### config.mk
export PLATFORM = sky130hd
export DESIGN_NAME = pc_fetch_unit
export DESIGN_NICKNAME = d
export VERILOG_FILES = /design/src/rtl/fetch_pkg.sv /design/src/rtl/fetch_buffer.sv /design/src/rtl/pc_fetch_unit.sv
export SDC_FILE = /design/constraint.sdc
export NUM_CORES = 1
export LEC_CHECK = 0
export ABC_AREA = 1
export CORE_ASPECT_RATIO = 1.2
export CORE_UTILIZATION = 40
export CTS_CLUSTER_SIZE = 12
export DETAILED_ROUTE_END_ITERATION = 12
export PLACE_DENSITY_LB_ADDON = 0.08
export SLEW_MARGIN = 20
export SYNTH_ARGS = -nofsm -noshare
export SYNTH_HDL_FRONTEND = slang
export SYNTH_SLANG_ARGS = --single-unit
### constraint.sdc
create_clock -name clk -period 2 [get_ports clk]
set_input_delay 0.3 -clock clk [delete_from_list [all_inputs] [get_ports clk]]
set_output_delay 0.3 -clock clk [all_outputs]
set_load 0.1 [all_outputs]
### src/rtl/fetch_pkg.sv
// fetch_pkg: shared types for the instruction-fetch front end.
package fetch_pkg;

   typedef enum logic [2:0] {
      IDLE,
      REQ,
      WAIT,
      DROP,
      HALT
   } fetch_state_t;

   typedef struct packed {
      logic [31:0] pc;
      logic [31:0] instr;
   } fetch_entry_t;

   localparam int INSTR_BYTES = 4;

endpackage

### src/rtl/fetch_buffer.sv
// fetch_buffer: small FIFO of fetched {pc, instr} entries.
// While empty, rd_data holds the last entry that was presented.
// flush dominates push.
module fetch_buffer
   import fetch_pkg::*;
#(
   parameter int DEPTH = 2
) (
   input  logic                         clk,
   input  logic                         rst_n,
   input  logic                         push,
   input  logic                         pop,
   input  logic                         flush,
   input  fetch_entry_t                 wr_data,
   output fetch_entry_t                 rd_data,
   output logic [$clog2(DEPTH+1)-1:0]   count,
   output logic                         full,
   output logic                         empty
);
   localparam int AW = (DEPTH > 1) ? $clog2(DEPTH) : 1;
   localparam int CW = $clog2(DEPTH + 1);

   fetch_entry_t   mem [DEPTH];
   fetch_entry_t   hold;
   logic [AW-1:0]  wr_ptr, rd_ptr;
   logic           do_push, do_pop;

   assign full    = (count == CW'(DEPTH));
   assign empty   = (count == '0);
   assign do_push = push && (!full || pop);
   assign do_pop  = pop && !empty;
   assign rd_data = empty ? hold : mem[rd_ptr];

   // Storage, pointers and occupancy; a flush empties the FIFO in one cycle.
   always_ff @(posedge clk or negedge rst_n) begin
      if (!rst_n) begin
         for (int i = 0; i < DEPTH; i++) mem[i] <= '0;
         wr_ptr <= '0;
         rd_ptr <= '0;
         count  <= '0;
      end else if (flush) begin
         wr_ptr <= '0;
         rd_ptr <= '0;
         count  <= '0;
      end else begin
         if (do_push) begin
            mem[wr_ptr] <= wr_data;
            wr_ptr      <= wr_ptr + AW'(1);
         end
         if (do_pop) rd_ptr <= rd_ptr + AW'(1);
         case ({do_push, do_pop})
            2'b10:   count <= count + CW'(1);
            2'b01:   count <= count - CW'(1);
            default: ;
         endcase
      end
   end

   // Remember the presented head so outputs stay put once the FIFO drains.
   always_ff @(posedge clk or negedge rst_n) begin
      if (!rst_n)      hold <= '0;
      else if (!empty) hold <= mem[rd_ptr];
   end

endmodule

### src/rtl/pc_fetch_unit.sv
// pc_fetch_unit: program counter and fetch front end of the RV32 core.
// One request outstanding at most; responses are registered into fetch_buffer.
// Build macro FETCH_MISALIGN_CHECK_EN: misaligned branch targets trap and halt
// fetch instead of redirecting (otherwise target[1:0] is forced to zero).
module pc_fetch_unit
   import fetch_pkg::*;
#(
   parameter logic [31:0] RESET_PC  = 32'h0000_0000,
   parameter int          BUF_DEPTH = 2
) (
   input  logic        clk,
   input  logic        rst_n,
   input  logic        branch_taken,
   input  logic [31:0] branch_target,
   input  logic        stall,
   output logic        imem_req_valid,
   input  logic        imem_req_ready,
   output logic [31:0] imem_req_addr,
   input  logic        imem_rsp_valid,
   input  logic [31:0] imem_rsp_data,
   output logic        instr_valid,
   input  logic        instr_ready,
   output logic [31:0] instr,
   output logic [31:0] instr_pc
`ifdef FETCH_MISALIGN_CHECK_EN
   ,
   output logic        misalign_trap
`endif
);
   localparam int CW = $clog2(BUF_DEPTH + 1);

   fetch_state_t  state, state_nx;
   logic [31:0]   pc, pc_nx, req_pc, tgt;
   logic          req_held, req_fire, redirect, live_out;
   logic          push_nx, flush, buf_push, buf_pop, buf_full, buf_empty;
   logic [CW-1:0] buf_count;
   fetch_entry_t  wr_entry, rd_entry;

`ifdef FETCH_MISALIGN_CHECK_EN
   logic misalign, trap_nx, halt_pend;
   assign misalign = branch_taken && (branch_target[1:0] != 2'b00);
   assign redirect = branch_taken && !misalign;
   assign tgt      = branch_target;
`else
   assign redirect = branch_taken;
   assign tgt      = branch_target & ~32'h3;
`endif

   // In REQ nothing is outstanding, so buffer occupancy alone bounds issue.
   // A raised request stays up until accepted; stall only blocks new ones.
   assign imem_req_valid = (state == REQ) &&
                           (req_held || (!stall && (int'(buf_count) < BUF_DEPTH)));
   assign req_fire       = imem_req_valid && imem_req_ready;
   assign imem_req_addr  = pc;

   assign buf_pop     = instr_valid && instr_ready;
   assign buf_push    = push_nx && (!buf_full || buf_pop);
   assign wr_entry    = '{pc: req_pc, instr: imem_rsp_data};
   assign instr_valid = !buf_empty;
   assign instr       = rd_entry.instr;
   assign instr_pc    = rd_entry.pc;

   // Next-state, PC update and buffer control; redirect overrides everything.
   always_comb begin
      state_nx = state;
      pc_nx    = pc;
      push_nx  = 1'b0;
      flush    = 1'b0;
      // A response still owed to us after this cycle (one landing now is consumed).
      live_out = req_fire || (((state == WAIT) || (state == DROP)) && !imem_rsp_valid);
`ifdef FETCH_MISALIGN_CHECK_EN
      trap_nx  = 1'b0;
      if ((state == HALT) && halt_pend && !imem_rsp_valid) live_out = 1'b1;
`endif
      case (state)
         IDLE: state_nx = REQ;
         REQ: begin
            if (req_fire) begin
               pc_nx    = pc + 32'(INSTR_BYTES);
               state_nx = WAIT;
            end
         end
         WAIT: begin
            if (imem_rsp_valid) begin
               push_nx  = 1'b1;
               state_nx = REQ;
            end
         end
         DROP: if (imem_rsp_valid) state_nx = REQ;
         default: ;
      endcase
      if (redirect) begin
         pc_nx    = tgt;
         push_nx  = 1'b0;
         flush    = 1'b1;
         state_nx = live_out ? DROP : REQ;
      end
`ifdef FETCH_MISALIGN_CHECK_EN
      else if (misalign) begin
         push_nx  = 1'b0;
         flush    = 1'b1;
         trap_nx  = 1'b1;
         state_nx = HALT;
      end
`endif
   end

   // State, PC, PC of the outstanding request and request-hold tracking.
   always_ff @(posedge clk or negedge rst_n) begin
      if (!rst_n) begin
         state    <= IDLE;
         pc       <= RESET_PC;
         req_pc   <= RESET_PC;
         req_held <= 1'b0;
      end else begin
         state    <= state_nx;
         pc       <= pc_nx;
         if (req_fire) req_pc <= pc;
         req_held <= imem_req_valid && !imem_req_ready && !branch_taken;
      end
   end

`ifdef FETCH_MISALIGN_CHECK_EN
   // Trap pulse, and whether a response is still owed while halted.
   always_ff @(posedge clk or negedge rst_n) begin
      if (!rst_n) begin
         misalign_trap <= 1'b0;
         halt_pend     <= 1'b0;
      end else begin
         misalign_trap <= trap_nx;
         if (redirect)            halt_pend <= 1'b0;
         else if (misalign)       halt_pend <= live_out;
         else if (imem_rsp_valid) halt_pend <= 1'b0;
      end
   end
`endif

   fetch_buffer #(
      .DEPTH(BUF_DEPTH)
   ) u_buf (
      .clk    (clk),
      .rst_n  (rst_n),
      .push   (buf_push),
      .pop    (buf_pop),
      .flush  (flush),
      .wr_data(wr_entry),
      .rd_data(rd_entry),
      .count  (buf_count),
      .full   (buf_full),
      .empty  (buf_empty)
   );

endmodule

==> impl_metrics.tcl <==
set metrics [dict create \
    failed_checks "negative setup slack" \
    switchingPower_mw 11.4 \
    max_freq_mhz 453 \
    drive_above_1_share 0.217 \
    startpoint "u_buf.count[0]$_DFFE_PN0P_" \
    first_global_vias 9934 \
    cp_data_required_time_ns 1.70 \
    route.detailed.drc 0 \
    htreeDepth 1 \
    yosys_warnings 0 \
    layout_setup_ws_ns -0.206 \
    synth-seq-cells 255 \
    outcome "complete, but fails checks" \
    final.period_utilization 1.10 \
    r2r_cells 9 \
    clock_skew_ns 0.0191 \
    dieArea_sq_mm 0.0289 \
    met3_usage 0.0268 \
    cp-end-kind "primary output" \
    clkPwrFrac 0.200 \
    clockBufferDepth 3 \
    grt_usage 0.228 \
    hold_viol_final 0 \
    top_usage_layer "met2" \
    cts_num_sinks 255 \
    switching_share 0.449 \
    grt_util_met1 0.296 \
    grt_pass1_wl_microns 51900 \
    r2r_start "u_buf.count[0]$_DFFE_PN0P_" \
    boundaryPins 169 \
    cts_tree "yes" \
    setup_violations 65 \
    clk_latency_ns 0.55 \
    final_area_sq_mm 0.0167 \
    power_density_mw_per_mm2 1530 \
    rsz0062_at_grt "yes" \
    startpoint_type "flop" \
    dr.pass1.iters 5 \
    ff2ff_setup_slack_ns 0.26 \
    wirelength_microns 32000 \
    fin_nets 1661 \
    grt_remaining_overflow 0 \
    clk_pin_slew_ns 0.06 \
    ant_nets 0 \
    path_max_fanout 13 \
    critPathKind "reg -> out" \
    grt_use_met2 0.396 \
    maxCapViolCount 0 \
    netlist_instances 1404 \
    ir_worst_vdd_v 0.000929 \
    crit_arrival_ns 1.91 \
    die_y_microns 186 \
    synth.cell_area_sq_mm 0.0113 \
    cp-endpoint "instr_pc[12]" \
    worst_hold_slack_ns 0.239 \
    start_util 0.406 \
    leakagePower_nw 7.72 \
    rows 67 \
    async_reset_ff_frac 1.00 \
    synth_edf_count 0 \
    seqPwrFrac 0.282 \
    dp_hpwl_microns 20200 \
    vias 9674 \
    hold_class "in -> async" \
    gp_congestion 0.922 \
    synth_cell_type_count 29 \
    grt_max_degree 66 \
    synth-seq-area-share 0.565 \
    root_buffer "clkbuf_16" \
    totalPowerFinal_mw 25.5 \
    area_delta_synth_final_pct 47.7 \
    fin_crit_ns 2.21 \
    drt_iter0_drc 410 \
    grt_antenna_before_repair 0 \
    cts_buffers 28 \
    slew_violations 0 \
    die_x_microns 155 \
    dpl_cell_area_sq_mm 0.0152 \
    synthFlopType "dfrtp_1" \
    drt-vias-per-instance 4.87 \
    r2r-end "u_buf.count[0]$_DFFE_PN0P_" \
    p_int_mw 14.0 \
    combinationalPowerShare 0.518 \
    port_buffers 164 \
    synth.avg_cell_area_sq_um 8.04 \
    wire_per_inst_microns 16.1 \
    antenna_cells 0 \
    coreArea_sq_mm 0.0278 \
]
[repair_timing]
item | 4_1_cts | 5_1_grt
hold endpoints to repair | 74 | 0
resized for setup | 55 | 30
hold buffers | 1 | 0
setup endpoints to repair | 65 | 65
setup buffers | 8 | 2
gates cloned | 5 | 4
pin swaps | 6 | 12
[power groups by stage]
| stage | logic (mW) | clock network [mW] | registers [mW] |
|---|---|---|---|
| finish | 13.2 | 5.09 | 7.19 |
| global route | 13.8 | 5.40 | 7.35 |
| CTS | 13.2 | 5.22 | 7.15 |
| detailed placement | 13.0 | 0 | 7.17 |
| global placement | 12.8 | 0 | 7.12 |
| floorplan | 8.05 | 0 | 7.56 |
[cells in the final DEF, fill, tap and decap left out, drive strengths merged, types with 3 or more instances in the layout]
master	Yosys	final
nand3	35	35
nor2	116	116
xor2	10	10
xnor2	3	3
o21ai	113	113
o211ai	5	5
clkdlybuf4s50	0	67
nand2	648	649
inv	70	71
buf	38	157
clkbuf	38	43
a21oi	3	3
a31oi	62	62
clkinv	0	5
dfrtp	255	255
[final cells by class]
class                   count  area [sq um]
inverters                  70           278
multi-input cells        1005          5410
flip-flops and latches    255          6390
fillers                  2400         11200
well taps                 379           474
clock inverters             8          96.3
repair buffers            229          3230
clock buffers              39           803
[cells in the mapped netlist (2+ instances only)]
| cell type | instances | area share |
|---|---|---|
| nand2_1 | 646 | 0.21 |
| nor2_4 | 2 | 0.0020 |
| o211ai_1 | 5 | 0.0033 |
| xor2_1 | 10 | 0.0078 |
| buf_2 | 25 | 0.011 |
| a31oi_1 | 62 | 0.034 |
| inv_1 | 66 | 0.022 |
| inv_2 | 3 | 0.0010 |
| buf_6 | 7 | 0.0070 |
| a21oi_1 | 3 | 0.0013 |
| nand3_1 | 35 | 0.016 |
| xnor2_1 | 3 | 0.0023 |
| nor3_1 | 2 | 0.00089 |
| dfrtp_1 | 255 | 0.57 |
| buf_4 | 4 | 0.0027 |
| o21ai_0 | 113 | 0.050 |
| clkbuf_1 | 38 | 0.013 |
| nand2_2 | 2 | 0.0011 |
| nor2_2 | 2 | 0.0011 |
| buf_1 | 2 | 0.00067 |
| nor2_1 | 111 | 0.037 |
[per-stage QoR]
stage	cells	TNS (ns)	worst slack, ns	util
CTS	1979	-10.91	-0.217	0.592
floorplan	1405	-0.0503	-0.00771	-
finish	1985	-9.87	-0.206	0.599
detailed placement	1918	0	0.0512	0.547
global route	1985	-13.93	-0.257	0.599
global placement	1918	0	0.0624	0.547
[worst min path at each step]
stage	from	to	slack, ns	depth (start not counted)
finish	rst_n	u_buf.mem[73]$_DFFE_PN0P_	0.24	2
global route	rst_n	u_buf.mem[73]$_DFFE_PN0P_	0.26	2
CTS	rst_n	u_buf.mem[73]$_DFFE_PN0P_	0.23	2
detailed placement	rst_n	u_buf.mem[73]$_DFFE_PN0P_	0.21	1
global placement	rst_n	u_buf.mem[73]$_DFFE_PN0P_	0.22	1
floorplan	rst_n	imem_req_addr[10]$_DFFE_PN0P_	0.004	0
[registers in the layout, summed over array words and instances (netlist names)]
| register | flops |
|---|---|
| u_buf.mem | 124 |
| u_buf.hold | 64 |
| imem_req_addr | 30 |
| req_pc | 30 |
| state | 2 |
| u_buf.count | 2 |
| req_held | 1 |
| u_buf.rd_ptr | 1 |
| u_buf.wr_ptr | 1 |
[metal layers]
layer | vias up | wire, microns
li1 | 4804 | -
met1 | 4585 | 13800
met2 | 239 | 15800
met3 | 46 | 1430
met4 | 0 | 892
met5 | - | 0
[critical path, stage by stage, from the launching register on]
cell and delay (ns):
dfrtp_1 0.40, inv_4 0.10, nand2_8 0.16, buf_12 0.19, nor2_2 0.06, a31oi_4 0.24
buf_12 0.21
[kinds of logic (layout without fill, tap and decap cells)]
kind of cell               Yosys count  in the layout  synth area share
and+or+nand+nor                    803            804             0.275
DFF                                255            255             0.565
AOI/OAI and AO/OA                  185            185            0.0905
buffers and inverters              146            346            0.0575
xor gates and xnor gates            13             13            0.0101
adders and majority gates            1              1           0.00111
other                                1              2          0.000332
Note: power is estimated with default switching activity, not from simulation.
